## config.mk

```make
export PLATFORM = sky130hd
export DESIGN_NAME = blink_game_core_flat
export DESIGN_NICKNAME = d
export VERILOG_FILES = /design/src/rtl/blink_game_if.sv /design/src/rtl/blink_game_core.sv /design/src/flat_wrapper.sv
export SDC_FILE = /design/constraint.sdc
export NUM_CORES = 1
export LEC_CHECK = 0
export BUFFER_PORTS_ARGS = -buffer_cell sky130_fd_sc_hd__buf_2
export CORE_MARGIN = 8
export CORE_UTILIZATION = 40
export DETAILED_ROUTE_END_ITERATION = 10
export GPL_ROUTABILITY_DRIVEN = 0
export PLACE_DENSITY = 0.68
export SYNTH_ARGS = -nofsm -noshare
export SYNTH_HDL_FRONTEND = slang
export SYNTH_SLANG_ARGS = --single-unit
```

## constraint.sdc

```tcl
create_clock -name clk -period 5.56 [get_ports clk]
set_input_delay 0.834 -clock clk [delete_from_list [all_inputs] [get_ports clk]]
set_output_delay 0.834 -clock clk [all_outputs]
set_load 0.02 [all_outputs]
```

## src/rtl/blink_game_if.sv

```systemverilog
// Player-facing signal bundle for blink_game_core: controls in, LED/score/status out.
interface blink_game_if #(
    parameter int NUM_LEDS = 16
);
    logic                start;
    logic                btn;
    logic [NUM_LEDS-1:0] sw;
    logic [NUM_LEDS-1:0] led;
    logic [6:0]          score;
    logic [2:0]          lives;
    logic                playing;
    logic                win;
    logic                lose;
    logic                step;

    modport master (
        output start, btn, sw,
        input  led, score, lives, playing, win, lose, step
    );

    modport slave (
        input  start, btn, sw,
        output led, score, lives, playing, win, lose, step
    );
endinterface

```

## src/rtl/blink_game_core.sv

```systemverilog
// LED-blink game engine: a moving lit LED, match it on the switches and press fire.
// Optional BLINK_LFSR_EN: pseudo-random LED jumps from an 8-bit LFSR instead of walking.
//
//   state  | meaning
//   IDLE   | after reset, LEDs dark, waiting for start
//   PLAY   | LED advancing, presses judged
//   WIN    | target score reached, all LEDs lit
//   LOSE   | out of lives, LEDs dark
module blink_game_core #(
    parameter int NUM_LEDS  = 16,
    parameter int WIN_SCORE = 9,
    parameter int LIVES     = 3,
    parameter int BASE_DIV  = 50000000,
    parameter int DIV_STEP  = 2500000,
    parameter int MIN_DIV   = 5000000
) (
    input logic         clk,
    input logic         reset,
    blink_game_if.slave bus
);
    localparam int PW   = $clog2(BASE_DIV + 1);
    localparam int POSW = $clog2(NUM_LEDS);
    localparam logic [NUM_LEDS-1:0] LED_ONE = {{(NUM_LEDS-1){1'b0}}, 1'b1};

    typedef enum logic [1:0] {S_IDLE, S_PLAY, S_WIN, S_LOSE} state_t;

    state_t              state_q, state_d;
    logic [POSW-1:0]     pos_q, pos_d;
    logic [PW-1:0]       prescaler_q, prescaler_d;
    logic [PW-1:0]       cur_div_q, cur_div_d;
    logic [PW-1:0]       period_q, period_d;
    logic [6:0]          score_q, score_d;
    logic [2:0]          lives_q, lives_d;
    logic                armed_q, armed_d;
    logic                btn_q, btn_d;
    logic [NUM_LEDS-1:0] led_q, led_d;
    logic                step_q, step_d;
    logic                playing_q, playing_d;
    logic                win_q, win_d;
    logic                lose_q, lose_d;

    logic                press;
    logic                tc;
    logic [PW-1:0]       period_dec;
    logic [POSW-1:0]     next_pos;
    logic [POSW-1:0]     walk_pos;

`ifdef BLINK_LFSR_EN
    logic [7:0]          lfsr_q, lfsr_d;
    logic [POSW-1:0]     rnd_pos;
`endif

    always_comb begin
        state_d     = state_q;
        pos_d       = pos_q;
        prescaler_d = prescaler_q;
        cur_div_d   = cur_div_q;
        period_d    = period_q;
        score_d     = score_q;
        lives_d     = lives_q;
        armed_d     = armed_q;
        btn_d       = bus.btn;

        press = bus.btn & ~btn_q;
        tc    = (state_q == S_PLAY) && (prescaler_q == cur_div_q - PW'(1));

        if (32'(period_q) >= MIN_DIV + DIV_STEP) period_dec = period_q - PW'(DIV_STEP);
        else                                     period_dec = PW'(MIN_DIV);

        walk_pos = (pos_q == POSW'(NUM_LEDS - 1)) ? '0 : pos_q + POSW'(1);
`ifdef BLINK_LFSR_EN
        lfsr_d   = {lfsr_q[6:0], lfsr_q[7] ^ lfsr_q[5] ^ lfsr_q[4] ^ lfsr_q[3]};
        rnd_pos  = POSW'(int'({24'd0, lfsr_q}) % NUM_LEDS);
        next_pos = (rnd_pos == pos_q) ? walk_pos : rnd_pos;
`else
        next_pos = walk_pos;
`endif

        case (state_q)
            S_PLAY: begin
                if (press && armed_q) begin
                    armed_d = 1'b0;
                    if (bus.sw == led_q) begin
                        score_d  = score_q + 7'd1;
                        period_d = period_dec;
                        if (score_d == 7'(WIN_SCORE)) state_d = S_WIN;
                    end else begin
                        lives_d = lives_q - 3'd1;
                        if (lives_q == 3'd1) state_d = S_LOSE;
                    end
                end
                // A step re-arms after any same-cycle press so the new position gets its own attempt.
                if (tc) begin
                    prescaler_d = '0;
                    cur_div_d   = period_d;
                    armed_d     = 1'b1;
                    pos_d       = next_pos;
                end else begin
                    prescaler_d = prescaler_q + PW'(1);
                end
            end
            default: begin
                if (bus.start) begin
                    state_d     = S_PLAY;
                    pos_d       = '0;
                    score_d     = '0;
                    lives_d     = 3'(LIVES);
                    period_d    = PW'(BASE_DIV);
                    cur_div_d   = PW'(BASE_DIV);
                    prescaler_d = '0;
                    armed_d     = 1'b1;
                end
            end
        endcase

        case (state_d)
            S_PLAY:  led_d = LED_ONE << pos_d;
            S_WIN:   led_d = '1;
            default: led_d = '0;
        endcase

        // Registered step lands in the terminal-count cycle; the LED moves on the next one.
        step_d    = (state_d == S_PLAY) && (prescaler_d == cur_div_d - PW'(1));
        playing_d = (state_d == S_PLAY);
        win_d     = (state_d == S_WIN);
        lose_d    = (state_d == S_LOSE);
    end

    always_ff @(posedge clk) begin
        if (reset) begin
            state_q     <= S_IDLE;
            pos_q       <= '0;
            prescaler_q <= '0;
            cur_div_q   <= PW'(BASE_DIV);
            period_q    <= PW'(BASE_DIV);
            score_q     <= '0;
            lives_q     <= 3'(LIVES);
            armed_q     <= 1'b0;
            btn_q       <= 1'b0;
            led_q       <= '0;
            step_q      <= 1'b0;
            playing_q   <= 1'b0;
            win_q       <= 1'b0;
            lose_q      <= 1'b0;
`ifdef BLINK_LFSR_EN
            lfsr_q      <= 8'hA5;
`endif
        end else begin
            state_q     <= state_d;
            pos_q       <= pos_d;
            prescaler_q <= prescaler_d;
            cur_div_q   <= cur_div_d;
            period_q    <= period_d;
            score_q     <= score_d;
            lives_q     <= lives_d;
            armed_q     <= armed_d;
            btn_q       <= btn_d;
            led_q       <= led_d;
            step_q      <= step_d;
            playing_q   <= playing_d;
            win_q       <= win_d;
            lose_q      <= lose_d;
`ifdef BLINK_LFSR_EN
            lfsr_q      <= lfsr_d;
`endif
        end
    end

    assign bus.led     = led_q;
    assign bus.score   = score_q;
    assign bus.lives   = lives_q;
    assign bus.playing = playing_q;
    assign bus.win     = win_q;
    assign bus.lose    = lose_q;
    assign bus.step    = step_q;
endmodule

```

## src/flat_wrapper.sv

```systemverilog
// flat-port wrapper written by rule: the top's interface ports become plain ports
module blink_game_core_flat 
#(
    parameter int NUM_LEDS  = 16,
    parameter int WIN_SCORE = 9,
    parameter int LIVES     = 3,
    parameter int BASE_DIV  = 50000000,
    parameter int DIV_STEP  = 2500000,
    parameter int MIN_DIV   = 5000000
)
  (clk, reset, bus_start, bus_btn, bus_sw, bus_led, bus_score, bus_lives, bus_playing, bus_win, bus_lose, bus_step);
  blink_game_if #(.NUM_LEDS(NUM_LEDS)) bus_i ();
  input logic clk;
  input logic reset;
  input wire logic [$bits(bus_i.start)-1:0] bus_start;
  input wire logic [$bits(bus_i.btn)-1:0] bus_btn;
  input wire logic [$bits(bus_i.sw)-1:0] bus_sw;
  output wire logic [$bits(bus_i.led)-1:0] bus_led;
  output wire logic [$bits(bus_i.score)-1:0] bus_score;
  output wire logic [$bits(bus_i.lives)-1:0] bus_lives;
  output wire logic [$bits(bus_i.playing)-1:0] bus_playing;
  output wire logic [$bits(bus_i.win)-1:0] bus_win;
  output wire logic [$bits(bus_i.lose)-1:0] bus_lose;
  output wire logic [$bits(bus_i.step)-1:0] bus_step;
  assign bus_i.start = bus_start;
  assign bus_i.btn = bus_btn;
  assign bus_i.sw = bus_sw;
  assign bus_led = bus_i.led;
  assign bus_score = bus_i.score;
  assign bus_lives = bus_i.lives;
  assign bus_playing = bus_i.playing;
  assign bus_win = bus_i.win;
  assign bus_lose = bus_i.lose;
  assign bus_step = bus_i.step;
  blink_game_core #(.NUM_LEDS(NUM_LEDS), .WIN_SCORE(WIN_SCORE), .LIVES(LIVES), .BASE_DIV(BASE_DIV), .DIV_STEP(DIV_STEP), .MIN_DIV(MIN_DIV)) u_core (.clk(clk), .reset(reset), .bus(bus_i));
endmodule
```

Yosys cells after proc, flatten, opt, wreduce, memory -nomap -nowiden
Index checks and enable logic that the tools add are counted.
{ "totals": {"regBits": 116, "output_inout_bits": 30, "elab_cells": 80, "inputBits": 20} }
{ "classes": {"n_eq_ne": 14, "shift": 1, "muxes": 34, "n_reduce_logical": 7, "bitwise_logic": 2, "n_lt_le_gt_ge": 1, "n_addsub": 7} }
{ "ops": {"columns": ["op", "count"], "rows": [
  ["26-bit 2-to-1 mux", 11],
  ["26-bit equality test", 2],
  ["26-bit by 1-bit subtractor with 26-bit output, second input constant", 2],
  ["16-bit case mux with 2 select lines", 1],
  ["7-bit 2-to-1 mux", 4],
  ["26-bit by 1-bit adder with 26-bit output, second input constant", 1],
  ["26-bit by 23-bit greater-or-equal comparator with 1-bit output, second input constant", 1],
  ["26-bit by 22-bit subtractor with 26-bit output, second input constant", 1],
  ["16-bit equality test", 1],
  ["4-bit 2-to-1 mux", 4],
  ["1-bit by 4-bit left shift with 16-bit output, first input constant", 1],
  ["2-bit 2-to-1 mux", 6],
  ["3-bit 2-to-1 mux", 4],
  ["7-bit by 1-bit adder with 7-bit output, second input constant", 1],
  ["7-bit by 4-bit equality test with 1-bit output, second input constant", 1],
  ["2-bit inequality test, second input constant", 3],
  ["3-bit AND reduction", 2],
  ["4-bit by 1-bit adder with 4-bit output, second input constant", 1],
  ["2-bit by 1-bit equality test with 1-bit output, second input constant", 2],
  ["2-bit equality test, second input constant", 2],
  ["4-bit equality test, second input constant", 1],
  ["1-bit 2-to-1 mux", 4],
  ["3-bit by 1-bit equality test with 1-bit output, second input constant", 1],
  ["1-bit logical AND", 3],
  ["6 further kinds", 6]
]} }

Logic depth before layout (Yosys ltp)
{ "logic_depth": {"word_depth": 9, "depth_mapped": 20, "ltp_nobuf": 19} }

Worst setup path before layout
Ideal clock, no wire load.
{ "synth_timing": {"kind": "reg-to-reg", "start": "reg u_core.cur_div_q[7]", "end": "reg u_core.step_q (netlist: u_core.bus.step)", "path_stages_with_launch": 20, "period_less_slack_ns": 5.297, "t_arrival_ns": 5.193, "setup_slack_ns": 0.263, "path_buffers": 2, "required_time_ns": 5.457, "setup_time_ns": 0.103, "cell_sequence": "dfxtp_1 buf_6 or4_4 or4_4 xor2_1 or4_1 nor4_1 and4b_1 nor2_1 clkbuf_1 a22oi_1 ha_1 o211ai_1 a211oi_1 nand2_1 or3_1 nor4_1 a211o_1 nand4_1 a2111oi_2"} }
{ "synth_via": {"elab_chain_len": 8} }
{ "synth_lines": {"columns": ["element", "line_no", "text"], "rows": [
  ["start: declaration", "blink_game_core.sv:30", "logic [PW-1:0] cur_div_q, cur_div_d;"],
  ["start signal: assignment", "blink_game_core.sv:134", "cur_div_q <= PW'(BASE_DIV);"],
  ["start signal: assignment", "blink_game_core.sv:152", "cur_div_q <= cur_div_d;"],
  ["26-bit by 1-bit subtractor with 26-bit output", "blink_game_core.sv:65", "tc = (state_q == S_PLAY) && (prescaler_q == cur_div_q - PW'(1));"],
  ["26-bit equality test", "blink_game_core.sv:65", null],
  ["1-bit logical AND", "blink_game_core.sv:65", null],
  ["26-bit 2-to-1 mux", "blink_game_core.sv:93", "if (tc) begin"],
  ["26-bit 2-to-1 mux", "blink_game_core.sv:79", "case (state_q)"],
  ["26-bit by 1-bit subtractor with 26-bit output", "blink_game_core.sv:123", "step_d = (state_d == S_PLAY) && (prescaler_d == cur_div_d - PW'(1));"],
  ["26-bit equality test *", "blink_game_core.sv:123", null],
  ["1-bit logical AND *", "blink_game_core.sv:123", null],
  ["end signal: assignment", "blink_game_core.sv:159", "step_q <= step_d;"],
  ["end: declaration", "blink_game_core.sv:37", "logic step_q, step_d;"]
]} }
Every way passes the cells marked *; elsewhere a longest branch is shown, timed or not.
A chain may end at the register's enable or synchronous reset.

Worst setup path in the final report
{ "layout_timing": {"start": "reg u_core.cur_div_q[18]", "end": "reg u_core.step_q (netlist: u_core.bus.step)"} }
Same word-level chain as after synthesis.

==> impl_summary.txt <==
----------------------------------------------------
[Synth]
  Number of flops mapped to enable cells by yosys ... 0
  Post-Synthesis Cell Area ... 0.00818 sq mm
  Async set-or-reset flop fraction in the synthesized netlist ... 0%
  Combinational family with the most area after synthesis ... simple AND/OR/NAND/NOR gates
  Post-Synthesis Mean Instance Area ... between 7 and 8 sq um
  Warnings, synthesis ... 0
  Net count of the mapped netlist ... 1,120
  Cell type contributing the most total cell area after synthesis ... sky130_fd_sc_hd__dfxtp_1
  Top cells by area in the synthesized netlist ... sky130_fd_sc_hd__dfxtp_1, sky130_fd_sc_hd__nor2_1, sky130_fd_sc_hd__a21oi_1, sky130_fd_sc_hd__xor2_1, sky130_fd_sc_hd__xnor2_1
  Synthesized-area fraction occupied by ao, oa, aoi and oai cells ... 20.9%
  Synth Flop Type ... sky130_fd_sc_hd__dfxtp_1
  Sequential share of the synthesized area ... 28.4%
  Fraction of synthesized area in multiplexers ... 1.51%
  Fraction of the mapped netlist area in simple logic gates ... 33.0%
  Most numerous cell in the Yosys netlist ... sky130_fd_sc_hd__nor2_1
  List of most frequent post-synthesis cells ... sky130_fd_sc_hd__nor2_1, sky130_fd_sc_hd__dfxtp_1, sky130_fd_sc_hd__a21oi_1, sky130_fd_sc_hd__nand2_1, sky130_fd_sc_hd__clkbuf_1
  Register bit count reported by yosys ... 116
  Post-synthesis cell type count ... 82
  Area share of xor/xnor cells in the synthesized design ... 9.94%
  Area share of the largest cell type after synthesis ... between 20% and 30%
  Count of mapped cells out of synthesis ... 1,088
  Adder-cell area share of the yosys netlist ... under 10%

[Status]
  Outcome ... complete, no violations

[Route]
  Vias/cell ... ~6
  DRC violation count after routing ... 0
  Count of routing violations after the opening detailed-route iteration ... 715
  Detailed-routing iteration count for the pre-antenna-repair pass ... 5
  Count of nets left with antenna violations after detail routing ... 0
  Count of vias placed by the detailed router ... 8,538
  Routed wire length per instance ... 18.6 um
  WL final ... around 27 mm

[Worst setup path]
  Critical Path Sink Type ... flop
  CP Data Required Time ... 5890 ps
  Critical path class ... reg2reg
  Type of origin of the critical path ... flop
  Critical path data arrival time ... 5610 ps
  Highest net fanout along the worst path ... 8

[Global route]
  Global route overflow ... 0
  Wire length of the first global-routing pass ... 42.7 mm
  Largest net degree at the start of global routing ... 87
  GR Util All Layers ... 20.6%
  Number of global-route vias before repair ... 8,117
  Initial antenna violation count ... 0

[Floorplan]
  Area enclosed by the die boundary ... 0.0253 sq mm
  I/O pin count ... 50
  DIE HEIGHT ... 159 um
  Initial cell density of the core ... 40.6%
  Die outline width ... 159 um
  Cell Rows ... 52
  Placeable core region ... 0.0202 sq mm

[Placement]
  Hpwl dp ... a little under 20 mm
  Post-Place Cell Area ... roughly 0.009 sq mm
  Number of buffer cells added on primary ports ... a little under 50
  Total placed cells including tap cells ... 1,392
  Worst Setup Slack post-DPL ... 62.4 ps

[Power]
  Total power draw ... between 2 and 2.5 mW
  Static Leakage ... ~3.6 nW
  Power density over the cells ... approximately 220 mW/mm^2
  Maximum vdd ir drop ... 0.000204 V

[Final layout]
  Fraction of layout cells with a size suffix above 1 ... 16.9%
  Number of standard cells in the layout, taps in and fillers out ... 1,427
  Footprint of the flip-flops and latches ... 0.00232 sq mm
  Fill cells ... 1,991
  Final standard cell area without fillers ... 0.00958 sq mm
  Area occupied by multi-input gates ... 0.00556 sq mm
  Number of nets in the layout ... 1,176
  Antenna diode instance count ... 0
  Area added between synthesis and finish ... 17.1%

[CTS]
  Clock transition time at the flip-flop clock pins of the worst setup and hold paths ... roughly 70 ps
  Clock buffer count from CTS ... 17
  H-tree levels ... 4
  Sinks on Clock Net ... 116
  CTS tree ... done
  Clock Root Buffer ... sky130_fd_sc_hd__clkbuf_16
  Clk_lat worst skew ... 440 ps
  Maximum count of clock buffers along a single path ... 2

[STA]
  Final critical-path setup slack ... 276 ps
  Hold Fails Final Rpt ... 0
  Post-route worst hold slack ... 449 ps
  Achievable Freq ... 0.189 GHz
  Max-slew violations ... 0
  Share of the clock period used by the worst path ... between 90% and 100%
  Min cycle time layout ... 5280 ps
  Remaining max-slew budget at the tightest pin ... roughly two fifths
  Total of endpoints with negative setup slack in the final report ... 0
  Worst-Margin Slew ... 898 ps
  Worst setup skew after layout ... 15.9 ps

[Worst hold path]
  Type of the worst min-delay path ... reg2reg

[Run]
  Max Cap Violations ... 0

----------------------------------------------------
repair_timing:
action | CTS | global route
gates resized for setup | 0 | 11
hold buffers | 0 | 0
setup endpoints to repair | 0 | 1
setup buffers | 0 | 3
critical path: stages (launching register included):
cell,delay [ps]
sky130_fd_sc_hd__dfxtp_1,430
sky130_fd_sc_hd__nor4_4,430
sky130_fd_sc_hd__nand3_2,200
sky130_fd_sc_hd__or4b_2,630
sky130_fd_sc_hd__a2bb2o_1,330
sky130_fd_sc_hd__a211o_4,380
sky130_fd_sc_hd__or2_4,290
sky130_fd_sc_hd__or4b_4,530
sky130_fd_sc_hd__a22o_1,270
sky130_fd_sc_hd__or3b_4,410
sky130_fd_sc_hd__or4_4,430
sky130_fd_sc_hd__o21a_1,190
sky130_fd_sc_hd__o311ai_2,280
sky130_fd_sc_hd__nand4_1,160
sky130_fd_sc_hd__a2111oi_2,230
per-layer routing:
metal  global-route usage, %  up-vias  share of wire, %
met2                    32.3      425                45
met5                       0        -                 0
met1                    26.4     3971                43
li1                        -     4056                 -
met3                    4.06       86               7.1
met4                    10.5        0               4.5
registers in the layout, indices dropped and copies added (netlist names):
name / cells
u_core.bus.lives: 3
u_core.bus.step: 1
u_core.period_q: 26
u_core.btn_q: 1
u_core.bus.lose: 1
u_core.bus.win: 1
u_core.bus.playing: 1
u_core.prescaler_q: 26
u_core.bus.led: 16
u_core.pos_q: 4
u_core.state_q: 2
u_core.armed_q: 1
u_core.cur_div_q: 26
u_core.bus.score: 7
placed cells by master, fill, tap and decap left out, types with 17 or more instances in the layout:
cell,n
sky130_fd_sc_hd__a21oi_1,89
sky130_fd_sc_hd__and3_1,23
sky130_fd_sc_hd__buf_2,49
sky130_fd_sc_hd__buf_4,57
sky130_fd_sc_hd__clkbuf_16,17
sky130_fd_sc_hd__dfxtp_1,115
sky130_fd_sc_hd__inv_1,22
sky130_fd_sc_hd__nand2_1,68
sky130_fd_sc_hd__nand3_1,31
sky130_fd_sc_hd__nand4_1,21
sky130_fd_sc_hd__nor2_1,137
sky130_fd_sc_hd__nor2b_1,25
sky130_fd_sc_hd__nor3_1,45
sky130_fd_sc_hd__nor4_1,24
sky130_fd_sc_hd__o211ai_1,18
sky130_fd_sc_hd__o21ai_0,49
sky130_fd_sc_hd__or2_2,22
sky130_fd_sc_hd__or3_1,24
sky130_fd_sc_hd__xnor2_1,45
sky130_fd_sc_hd__xor2_1,46
cell type report:
class | count | share of cell area (%)
multi-input combinational | 881 | 58.1
clock buffer | 17 | 4.44
sequential | 116 | 24.3
tap | 270 | 3.53
inverter | 22 | 0.862
clock inverter | 15 | 1.80
timing repair buffer | 106 | 7.03
worst paths after layout:
| path | to | depth (start not counted) | slack, ps | start |
|---|---|---|---|---|
| worst min-delay path | u_core.period_q[0]$_SDFFE_PP0P_ | 2 | 450 | u_core.period_q[0]$_SDFFE_PP0P_ |
| worst max register to register | u_core.bus.step$_SDFF_PP0_ | 14 | 280 | u_core.cur_div_q[18]$_SDFF_PP0_ |
| worst max-delay path | u_core.bus.step$_SDFF_PP0_ | 14 | 280 | u_core.cur_div_q[18]$_SDFF_PP0_ |
| worst min register to register | u_core.period_q[0]$_SDFFE_PP0P_ | 2 | 450 | u_core.period_q[0]$_SDFFE_PP0P_ |
report_power, final:
| part | total [mW] | switching [mW] | leakage [nW] | internal (mW) |
|---|---|---|---|---|
| Combinational | 0.103 | 0.0743 | 2.33 | 0.0291 |
| Sequential | 0.837 | 0.00255 | 0.937 | 0.834 |
| Clock | 1.13 | 0.517 | 0.292 | 0.608 |
| Total | 2.07 | 0.594 | 3.55 | 1.47 |
per-stage QoR:
step	TNS, ps	utilization, %
after floorplan	0	-
after CTS	0	47.1
final	0	47.5
after global routing	-0.669	47.5
after detailed placement	0	44.1
after global placement	0	44.1
cell families after synthesis:
family,after synthesis
simple gates,500
compound gates,265
flops,116
xor+xnor,92
buf+inv,91
mux,12
fa+ha+maj,12
(Power assumes the default switching activity.)
